$ cat config.mk
export PLATFORM = sky130hd
export DESIGN_NAME = rs232_txbuf
export DESIGN_NICKNAME = d
export VERILOG_FILES = /design/src/rtl/rs232_pkg.sv /design/src/rtl/rs232_fifo_mem.sv /design/src/rtl/rs232_txbuf.sv
export SDC_FILE = /design/constraint.sdc
export NUM_CORES = 1
export LEC_CHECK = 0
export ABC_AREA = 1
export CORE_ASPECT_RATIO = 0.7
export CORE_UTILIZATION = 42
export CTS_CLUSTER_DIAMETER = 100
export DETAILED_ROUTE_END_ITERATION = 10
export DONT_BUFFER_PORTS = 1
export PLACE_DENSITY = 0.63
export REMOVE_ABC_BUFFERS = 1
export SYNTH_ARGS = -nofsm -noshare
export SYNTH_HDL_FRONTEND = slang
export SYNTH_SLANG_ARGS = --single-unit
export TNS_END_PERCENT = 50
$ cat constraint.sdc
create_clock -name clk -period 3.2 [get_ports clk]
set_clock_uncertainty 0.05 [all_clocks]
set_input_delay 0.64 -clock clk [delete_from_list [all_inputs] [get_ports clk]]
set_output_delay 0.64 -clock clk [all_outputs]
set_load 0.03 [all_outputs]
$ cat src/rtl/rs232_pkg.sv
// Shared RS232 definitions: byte width and transmit-buffer issue states.
// Latency: n/a (types and constants only).
// Backpressure: n/a.
package rs232_pkg;

    localparam int BYTE_W = 8;

    // Issue sequencer states; IDLE must be the all-zero encoding.
    typedef enum logic [1:0] {
        TXB_IDLE  = 2'd0,
        TXB_ISSUE = 2'd1,
        TXB_GUARD = 2'd2
    } txb_state_e;

endpackage

$ cat src/rtl/rs232_fifo_mem.sv
// Dual-port Slots x BYTE_W register array: synchronous write, asynchronous read.
// Latency: write visible to the read port the cycle after the write edge.
// Backpressure: none; the owner guards writes against overrun.
//
// Ports:
//   clk_i    - system clock
//   we_i     - write enable, stores wdata_i at waddr_i on the rising edge
//   waddr_i  - write address
//   wdata_i  - write data
//   raddr_i  - read address
//   rdata_o  - combinational read of the addressed entry
module rs232_fifo_mem
    import rs232_pkg::*;
#(
    parameter int Slots = 16,
    localparam int AW   = $clog2(Slots)
) (
    input  logic              clk_i,
    input  logic              we_i,
    input  logic [AW-1:0]     waddr_i,
    input  logic [BYTE_W-1:0] wdata_i,
    input  logic [AW-1:0]     raddr_i,
    output logic [BYTE_W-1:0] rdata_o
);

    // Storage is deliberately unreset: only entries between the pointers are ever read.
    logic [BYTE_W-1:0] mem_q [Slots];

    always_ff @(posedge clk_i) begin
        if (we_i) begin
            mem_q[waddr_i] <= wdata_i;
        end
    end

    assign rdata_o = mem_q[raddr_i];

endmodule

$ cat src/rtl/rs232_txbuf.sv
// Byte FIFO feeding the RS232 transmitter with one-cycle start pulses plus a guard cycle.
// Latency: byte written on edge N into an idle, empty buffer pulses tx_start during cycle N+2.
// Backpressure: issue waits for tx_rdy; writes while full are dropped and flagged in ovf.
//
// Ports:
//   clk, rst_n        - clock, synchronous active-low reset
//   wr, wr_data       - processor-side write strobe and byte
//   clr_ovf           - clears the sticky overflow flag (a same-cycle drop wins)
//   full, empty, count- occupancy status (full/empty decoded from count)
//   ovf               - sticky flag, a write was dropped
//   tx_rdy            - transmitter idle
//   tx_start, tx_data - one-cycle issue request and its byte (held between issues)
module rs232_txbuf
    import rs232_pkg::*;
#(
    parameter int Slots = 16,
    localparam int AW   = $clog2(Slots),
    localparam int CW   = $clog2(Slots) + 1
) (
    input  logic              clk,
    input  logic              rst_n,
    input  logic              wr,
    input  logic [BYTE_W-1:0] wr_data,
    input  logic              clr_ovf,
    output logic              full,
    output logic              empty,
    output logic [CW-1:0]     count,
    output logic              ovf,
    input  logic              tx_rdy,
    output logic              tx_start,
    output logic [BYTE_W-1:0] tx_data
);

    txb_state_e        state_q;
    logic              tx_start_q;
    logic [BYTE_W-1:0] tx_data_q;

    logic [AW-1:0]     wr_ptr_q, wr_ptr_d;
    logic [AW-1:0]     rd_ptr_q, rd_ptr_d;
    logic [CW-1:0]     count_q, count_d;
    logic              ovf_q, ovf_d;

    logic              wr_acc;
    logic              wr_drop;
    logic              pop;
    logic [BYTE_W-1:0] rd_data;

    assign full  = (count_q == CW'(Slots));
    assign empty = (count_q == '0);

    // Full is judged on the pre-pop count, so a same-cycle pop never rescues a write.
    assign wr_acc  = wr && !full;
    assign wr_drop = wr && full;
    assign pop     = (state_q == TXB_IDLE) && tx_rdy && !empty;

    rs232_fifo_mem #(
        .Slots (Slots)
    ) u_mem (
        .clk_i   (clk),
        .we_i    (wr_acc),
        .waddr_i (wr_ptr_q),
        .wdata_i (wr_data),
        .raddr_i (rd_ptr_q),
        .rdata_o (rd_data)
    );

    always_comb begin
        wr_ptr_d = wr_ptr_q;
        rd_ptr_d = rd_ptr_q;
        count_d  = count_q;
        ovf_d    = ovf_q;

        if (wr_acc) begin
            wr_ptr_d = wr_ptr_q + AW'(1);
        end
        if (pop) begin
            rd_ptr_d = rd_ptr_q + AW'(1);
        end

        // Push and pop together leave count alone; the pop reads the older entry.
        unique case ({wr_acc, pop})
            2'b10:   count_d = count_q + CW'(1);
            2'b01:   count_d = count_q - CW'(1);
            default: count_d = count_q;
        endcase

        if (wr_drop) begin
            ovf_d = 1'b1;
        end else if (clr_ovf) begin
            ovf_d = 1'b0;
        end
    end

    always_ff @(posedge clk) begin
        if (!rst_n) begin
            wr_ptr_q <= '0;
            rd_ptr_q <= '0;
            count_q  <= '0;
            ovf_q    <= 1'b0;
        end else begin
            wr_ptr_q <= wr_ptr_d;
            rd_ptr_q <= rd_ptr_d;
            count_q  <= count_d;
            ovf_q    <= ovf_d;
        end
    end

    // Issue sequencer. GUARD ignores tx_rdy for one cycle because the transmitter
    // may still show ready in the cycle after it saw tx_start.
    always_ff @(posedge clk) begin
        if (!rst_n) begin
            state_q    <= TXB_IDLE;
            tx_start_q <= 1'b0;
            tx_data_q  <= '0;
        end else begin
            unique case (state_q)
                TXB_IDLE: begin
                    tx_start_q <= 1'b0;
                    if (pop) begin
                        tx_data_q  <= rd_data;
                        tx_start_q <= 1'b1;
                        state_q    <= TXB_ISSUE;
                    end
                end
                TXB_ISSUE: begin
                    tx_start_q <= 1'b0;
                    state_q    <= TXB_GUARD;
                end
                TXB_GUARD: begin
                    tx_start_q <= 1'b0;
                    state_q    <= TXB_IDLE;
                end
                default: begin
                    tx_start_q <= 1'b0;
                    state_q    <= TXB_IDLE;
                end
            endcase
        end
    end

    assign count    = count_q;
    assign ovf      = ovf_q;
    assign tx_start = tx_start_q;
    assign tx_data  = tx_data_q;

endmodule

# Yosys cells after proc, flatten, opt, wreduce, memory -nomap -nowiden
# Memory sizes are Yosys's and may differ from the RTL's. A register that Yosys moved wholly into a read port is not among the register bits.
# Index checks and enable logic that the tools add are counted.
[totals]
rom_bits = 0
mem_count = 1
latch_bits = 0
ram_bits = 128
reg_bits = 17
[mem_list]
columns = ["memory", "words", "word_bits", "read_ports", "rd_clocked_by_memory_dff", "wr", "line", "source"]
rows = [
  ["u_mem.mem_q", 16, 8, 1, 1, 1, "rs232_fifo_mem.sv:27", "logic [BYTE_W-1:0] mem_q [Slots];"],
]
[classes]
n_bitwise = 0
n_mux = 8
mul = 0
addsub = 4
n_eq_ne = 5
div = 0
shifts = 0
magnitude_cmp = 0
n_reduce_logical = 13
[ops]
columns = ["operator", "n"]
rows = [
  ["5-bit one-hot mux with 2 select lines", 1],
  ["4-bit by 1-bit adder with 4-bit output, second input constant", 2],
  ["5-bit by 1-bit adder with 5-bit output, second input constant", 1],
  ["5-bit equality test, second input constant", 1],
  ["5-bit zero test", 1],
  ["1-bit two-way mux", 5],
  ["5-bit by 1-bit subtractor with 5-bit output, second input constant", 1],
  ["2-bit by 1-bit equality test with 1-bit output, second input constant", 2],
  ["1-bit logical AND", 4],
  ["2-bit one-hot mux with 2 select lines", 1],
  ["2-bit AND reduction", 2],
  ["2-bit nonzero test", 2],
  ["1-bit zero test", 3],
  ["2-bit equality test, second input constant", 1],
  ["2-bit zero test", 1],
  ["2-bit two-way mux", 1],
  ["2-bit inequality test, second input constant", 1],
]

# Logic depth before layout (Yosys ltp)
# Gate-level depths: netlist of the first run.
[depth]
ltp_word = 5
mapped_depth = 17
depth_no_buf = 15

# By module
# A second synthesis of the first run with hierarchy kept.
[unflattened]
cells_unflattened = 697
hier_area_um2 = 6792.8
[modules_own_cells]
columns = ["module", "area_per_inst_um2", "n_inst", "cells_per_inst"]
rows = [
  ["rs232_fifo_mem", 5606.6, 1, 543],
  ["rs232_txbuf", 1186.1, 1, 154],
]

# Least setup slack after synthesis of the first run
# No wires, ideal clock.
[synth_timing]
path_kind = "input port to flip-flop"
from = "input tx_rdy"
to = "register count_q[4], in the netlist count[4]"
arrival_ps = 2315
setup_slack_ps = 765
path_stages = 16
path_buffers = 2
required_ps = 3079
path_cell_list = "nor3b_1 > nand2_2 > inv_2 > buf_4 > ha_1 > buf_2 > xor2_1 > ha_1 > inv_1 > nand2_1 > nand3_1 > nand2_1 > nand2_1 > nand2_1 > nand2_1 > a21oi_1"
[synth_between]
elab_chain_cells = 4
[synth_rtl]
columns = ["item", "line", "source"]
rows = [
  ["start: declaration", "rs232_txbuf.sv:29", "input logic tx_rdy,"],
  ["1-bit logical AND * (2 in a row)", "rs232_txbuf.sv:54", "assign pop = (state_q == TXB_IDLE) && tx_rdy && !empty;"],
  ["named net pop", "rs232_txbuf.sv:45", "logic pop;"],
  ["2-bit by 1-bit equality test with 1-bit output / 2-bit equality test (equally long branches)", "rs232_txbuf.sv:81", "unique case ({wr_acc, pop})"],
  ["5-bit one-hot mux with 2 select lines / 2-bit nonzero test (equally long branches)", "--", ""],
  ["end signal: assignment", "rs232_txbuf.sv:103", "count_q <= count_d;"],
  ["end: declaration", "rs232_txbuf.sv:40", "logic [CW-1:0] count_q, count_d;"],
]
# Mark *: on every way through the listed nets, which the timed path passes. The rest lies on a longest branch.
# A chain may end at the register's enable or synchronous reset.

# Final worst setup path of the first run
[layout_timing]
from = "register count_q[1], in the netlist count[1]"
to = "register count_q[4], in the netlist count[4]"
[layout_between]
elab_chain_cells = 5
[layout_rtl]
columns = ["item", "line"]
rows = [
  ["5-bit equality test / 5-bit zero test (equally long branches)", "rs232_txbuf.sv:48, rs232_txbuf.sv:49"],
  ["1-bit zero test (on tied branches)", "rs232_txbuf.sv:52, rs232_txbuf.sv:54"],
  ["1-bit logical AND (on tied branches)", "rs232_txbuf.sv:52, rs232_txbuf.sv:54"],
  ["2-bit by 1-bit equality test with 1-bit output / 2-bit equality test (equally long branches)", "rs232_txbuf.sv:81"],
  ["5-bit one-hot mux with 2 select lines / 2-bit nonzero test (equally long branches)", "--"],
]
# Parallel ways exist; a longest one is shown, timed or not.

==> out/metrics.cfg, run 1 <==
[clocking]
insertion_delay_ps=420
cts_setup_buffers=0
cts_buffers=17
clock-sinks=153
clk_pin_slew_ps=60
ctsRootBufferMaster=clkbuf_16
cts_hold_buf=0
ctsHtreeMaxLevel=4
cts_tree=yes
clockBufferDepth=2
cts_resized=0

[die]
fp.dieH_um=107
core_sq_um=15500
die_x_um=153
fp.dieArea_sq_um=16400
fp-row-count=38
boundaryPins=30
start_util_pct=43.1

[timing]
fmax_mhz=392
setup_viol=0
setup_slack_ps=650
setup_tns_ps=0
slew_violations=0
min_period_ps=2550
hold_viol=0
worst_pin_slew_ps=807
rsz0062_at_grt=no
fin_crit_sh_pct=79.7
slew_headroom_pct=46.0

[drt]
num_vias=4580
drt_first_pass_iters=8
drc_errors=2
drt_iter0_drc=333
drt_wl_total_mm=15.1
ant_nets=0
wl_per_cell_um=16.7
vias_per_cell=5.06

[yosys]
synthArstFlopShare_pct=0
ys_types=21
synth_cells=685
synth.area.top_cells=edfxtp_1 (58%), nand2_1 (11%), dfxtp_1 (7.5%), nand3_1 (7.2%), inv_1 (5.0%)
synth_edf_count=128
yosysWarnings=0
synth.cell_area_sq_um=6680
yosys.cell_count.top_type=nand2_1
synth-seq-cells=153
ys.flop_type=edfxtp_1
yosysTopAreaCell=edfxtp_1
synth_top_cell_area_share_pct=57.6
yosysSeqAreaShare_pct=65.1
yosys-top-cells-count=nand2_1 (201), edfxtp_1 (128), nand3_1 (96)
syn_avg_cell_area_sq_um=9.75

[grt]
grtUsageTotal_pct=19.5
grt_pass1_wl_mm=23.7
antenna_found_initial=0
grt_overflow=0
first_global_vias=4309
grt_max_degree=67

[finish]
layout-drive-gt1-share_pct=8.64
nNetsFinal=714
syn2layout_area_growth_pct=11.7
fillers=1384
insertedDiodeCount=0
multi_input_area_sq_um=1780
seq_area_sq_um=4350
fin_cells=906

[power]
p_leak_uw=0.00311
power.density_nw_per_um2=784
total_power_uw=5850
vdd_ir_drop_max_mv=0.368

[worst_setup_path]
max_stage_delay_ps=580
cp_slowest_cell=dfxtp_1
crit_path_end_kind=register
path_max_fanout=8
crit_top_cell=nand2_1
crit_chain=inv_1 -> nand4_1 -> nand2_2 -> inv_2 -> ha_1 -> xor2_1 -> ha_1 -> inv_1 -> nand2_1 -> nand3_1 -> nand2_1 -> nand2_1 -> nand2_1 -> nand2_1 -> a21oi_1
path_class=reg -> reg
crit_path_start_kind=register
crit_required_ps=3500
critPathArrivalTime_ps=2850

[place]
post-place-cells=874
io_buffers=0
place_ws_ps=712
gp_congestion=0.812
dp_hpwl_mm=9.32

[run_status]
violations=DRC
status=finished with violations

[job]
cap_violations=0

[hold_path]
min_path_type=in -> reg

==> worst paths after layout <==
kind,startpoint,endpoint,slack (ps),cells past startpoint
worst max-delay path,count[1]$_SDFFE_PN0P_,count[4]$_SDFFE_PN0P_,650,15
worst min register to register,state_q[1]$_SDFFE_PN0P_,state_q[1]$_SDFFE_PN0P_,380,1
worst max register to register,count[1]$_SDFFE_PN0P_,count[4]$_SDFFE_PN0P_,650,15
worst min-delay path,wr_data[0],u_mem.mem_q[2][0]$_DFFE_PP_,260,0
==> final cells by class <==
cell class	count	area share, %
multi-input combinational	402	23.9
sequential	153	58.2
timing repair buffer	20	2.01
tap	200	3.35
clock buffer	19	5.80
inverter	99	4.98
clock inverter	13	1.73
==> per-layer routing <==
layer  up-vias  global-route usage [%]  wire, um
met4         0                    7.58       265
met1      2176                    27.4      7070
met2       157                    29.9      6720
met3        21                    3.90      1050
li1       2226                       -         -
met5         -                       0         0
==> stage by stage <==
step / cell area, sq um / util [%] / hold slack, ps
6_report: 7460 / 48.1 / 263
5_1_grt: 7460 / 48.1 / 250
4_1_cts: 7460 / 48.1 / 256
3_5_place_dp: 6900 / 44.5 / 360
3_3_place_gp: 6900 / 44.5 / 364
2_1_floorplan: 6500 / - / 340
==> where the power goes <==
group | leakage [uW] | total [uW] | switching, uW | internal, uW
Sequential | 0.00136 | 2510 | 222 | 2290
Clock | 0.000258 | 1920 | 785 | 1140
Combinational | 0.00149 | 1420 | 997 | 421
==> layout by cell type (no fill, tap or decap) <==
cell type	instances
clkinvlp_4	4
clkinv_1	3
xnor2_1	1
inv_6	1
o21ai_1	8
ha_1	8
clkinv_4	1
inv_2	10
clkinv_2	1
nor3b_1	1
clkbuf_1	2
dfxtp_1	24
nand2_2	3
a21oi_1	13
nand2_1	201
o21ai_0	9
clkbuf_16	17
edfxtp_1	128
nand4_1	2
xor2_1	5
nand3_1	96
nor2_1	55
inv_1	89
bufinv_16	2
clkinvlp_2	1
dfxtp_2	1
buf_4	20
==> state kept, by name (all words and copies together) (netlist names) <==
| register | flops |
|---|---|
| u_mem.mem_q | 128 |
| count | 5 |
| tx_data | 8 |
| wr_ptr_q | 4 |
| state_q | 2 |
| ovf | 1 |
| tx_start | 1 |
| rd_ptr_q | 4 |
==> logic make-up (layout without fill, tap and decap cells) <==
| kind of cell | count (synthesis) | after routing | share of synthesized area, % |
|---|---|---|---|
| compound gates | 30 | 30 | 2.25 |
| flops | 153 | 153 | 65.1 |
| buf+inv | 130 | 151 | 8.24 |
| xor+xnor | 6 | 6 | 0.787 |
| simple gates | 358 | 358 | 22.2 |
| fa+ha+maj | 8 | 8 | 1.50 |
==> worst max-delay path: cells and delay by family (launching register included) <==
family | cells | cell delay, ps
fa+ha+maj | 2 | 500
compound gates | 1 | 110
buf+inv | 3 | 250
flops | 1 | 580
xor+xnor | 1 | 230
simple gates | 8 | 740
Note: power is estimated with default switching activity, not from simulation.
==> run 2, diff against run 1 <==
- clock period: 3.2 -> 2.5 ns (I/O delays scaled with it)
==> run 2 against run 1 <==
  * Via count grew 1.5%
  * Design area grew 1.3%
  * Core utilization grew 0.62 points
  * Combinational power grew 40%
  * The run still ends with DRC left
  * Wire length grew 5.2%
  * Die area is the same
  * Setup slack lost 400 ps
  * Critical path type unchanged
  * Critical path depth shrank 1
==> out/metrics.cfg, run 2 (synthesis gave the netlist of run 1 again) <==
[finish]
finish.utilization_pct=48.8  ; +0.62 points
layout-drive-gt1-share_pct=10.1  ; +1.4 points
syn2layout_area_growth_pct=13.2
fin_cells=915  ; +0.99%
seq_area_sq_um=4350  ; unchanged
top_register=u_mem.mem_q
largest_register_ffs=128  ; unchanged
layout_common_cells=nand2_1 (201), edfxtp_1 (128), nand3_1 (96), inv_1 (89), nor2_1 (55)
insertedDiodeCount=0  ; unchanged
nNetsFinal=723  ; +1.3%
fillers=1389  ; +0.36%
multi_input_area_sq_um=1790  ; +0.14%
final_common_cell=nand2_1

[grt]
antenna_found_initial=0  ; unchanged
busiest_layer=met2
met3_usage_pct=4.95  ; +1.0 points
grtUsageTotal_pct=20.7  ; +1.2 points
grtUsageMet2_pct=31.2  ; +1.3 points
grt_max_degree=67  ; unchanged
grt_pass1_wl_mm=25.2  ; +6.0%
grt_overflow=0  ; unchanged
first_global_vias=4466  ; +3.6%
use_met1_pct=29.6  ; +2.2 points

[timing]
slew_violations=0  ; unchanged
fmax_mhz=444  ; +13%
min_period_ps=2250  ; -295 ps
rsz0062_at_grt=no
worst_pin_slew_ps=572  ; -235 ps
setup_viol=0  ; unchanged
hold_viol=0  ; unchanged
fin_crit_sh_pct=90.2  ; +10 points
slew_headroom_pct=61.8  ; +16 points

[place]
io_buffers=0  ; unchanged
gp_congestion=0.853  ; +5.1%
post-place-cells=883  ; +1.0%
dp_hpwl_mm=9.94  ; +6.7%

[drt]
num_vias=4648  ; +1.5%
wl_per_cell_um=17.4  ; +4.2%
drc_errors=2  ; unchanged
ant_nets=0  ; unchanged
drt_wl_total_mm=15.9  ; +5.2%
vias_per_cell=5.08  ; +0.49%
drt_first_pass_iters=9  ; +1
drt_iter0_drc=407  ; +22%

[worst_setup_path]
reg2reg_slack_ps=250  ; -400 ps
r2r-end=count[4]$_SDFFE_PN0P_
path_max_fanout=8  ; unchanged
worstRegToRegCells=14  ; -1
timing.rr.start=count[0]$_SDFFE_PN0P_
crit_required_ps=2800  ; -700 ps
path_class=reg -> reg
critPathArrivalTime_ps=2560  ; -290 ps
crit_path_end_kind=register
crit_path_start_kind=register

[power]
p_leak_uw=0.00317  ; +1.8%
power.density_nw_per_um2=1010  ; +29%
vdd_ir_drop_max_mv=0.491  ; +33%

[clocking]
ctsHtreeMaxLevel=4  ; unchanged
cts_hold_buf=0  ; unchanged
clockBufferDepth=2  ; unchanged
insertion_delay_ps=420  ; about the same
cts_resized=0  ; unchanged
cts_setup_buffers=0  ; unchanged
clk_pin_slew_ps=60  ; about the same
ctsRootBufferMaster=clkbuf_16
clock-sinks=153  ; unchanged
cts_tree=yes
cts_buffers=17  ; unchanged

[run_status]
violations=DRC
status=finished with violations

[hold_path]
min_to=u_mem.mem_q[4][4]$_DFFE_PP_
worstHoldStart=wr_data[4]
min_path_type=in -> reg
min_path_cells=0  ; unchanged

[die]
start_util_pct=43.1  ; unchanged
die_x_um=153  ; unchanged
core_sq_um=15500  ; unchanged
boundaryPins=30  ; unchanged
fp-row-count=38  ; unchanged
fp.dieArea_sq_um=16400  ; unchanged
fp.dieH_um=107  ; unchanged

[job]
cap_violations=0  ; unchanged

run 2: worst max-delay path by stage:
stage / startpoint / end / slack (ps)
finish: count[0]$_SDFFE_PN0P_ / count[4]$_SDFFE_PN0P_ / 250
global route: count[0]$_SDFFE_PN0P_ / count[4]$_SDFFE_PN0P_ / 50
CTS: count[0]$_SDFFE_PN0P_ / count[4]$_SDFFE_PN0P_ / 250
detailed placement: tx_rdy / count[4]$_SDFFE_PN0P_ / 240
global placement: tx_rdy / count[4]$_SDFFE_PN0P_ / 320
floorplan: rd_ptr_q[0]$_SDFFE_PN0P_ / tx_data[0]$_SDFFE_PN0P_ / -280
run 2: final cells by class:
type / count / share of cell area, %
multi-input cells: 402 / 23.6
clock inverters: 11 / 1.66
repair buffers: 29 / 3.05
well taps: 200 / 3.31
clock buffers: 21 / 5.96
inverters: 99 / 4.92
flip-flops and latches: 153 / 57.5
run 2: metal layers:
layer | routed length, um | share of wire (%)
met1 | 7610 | 48
met5 | 0 | 0
met3 | 984 | 6.2
met2 | 7120 | 45
met4 | 182 | 1.1
run 2: report_power, final:
part / leakage (uW) / internal (uW) / switching, uW
clock network: 0.000267 / 1490 / 1020
logic: 0.00154 / 612 / 1370
registers: 0.00136 / 2930 / 234
total: 0.00317 / 5040 / 2630
run 2: stage by stage:
step / worst slack, ps / hold slack, ps / area [sq um] / setup TNS (ps) / power (uW)
2_1_floorplan: -281 / 340 / 6500 / -2280 / 4530
3_3_place_gp: 320 / 349 / 6980 / 0 / 5110
3_5_place_dp: 236 / 364 / 6980 / 0 / 5170
4_1_cts: 247 / 105 / 7560 / 0 / 7690
5_1_grt: 47.5 / 91.2 / 7560 / 0 / 8080
6_report: 246 / 121 / 7560 / 0 / 7670
run 2: worst max-delay path, stage by stage, from the launching register on:
cell,delay (ps)
dfxtp_1,310
nor2_1,170
nand4_1,150
nand2_2,190
ha_2,300
xor2_1,210
ha_1,210
inv_1,60
nand2_1,100
nand3_1,100
nand2_1,90
nand2_1,60
nand2_1,50
nand2_1,50
a21oi_1,100
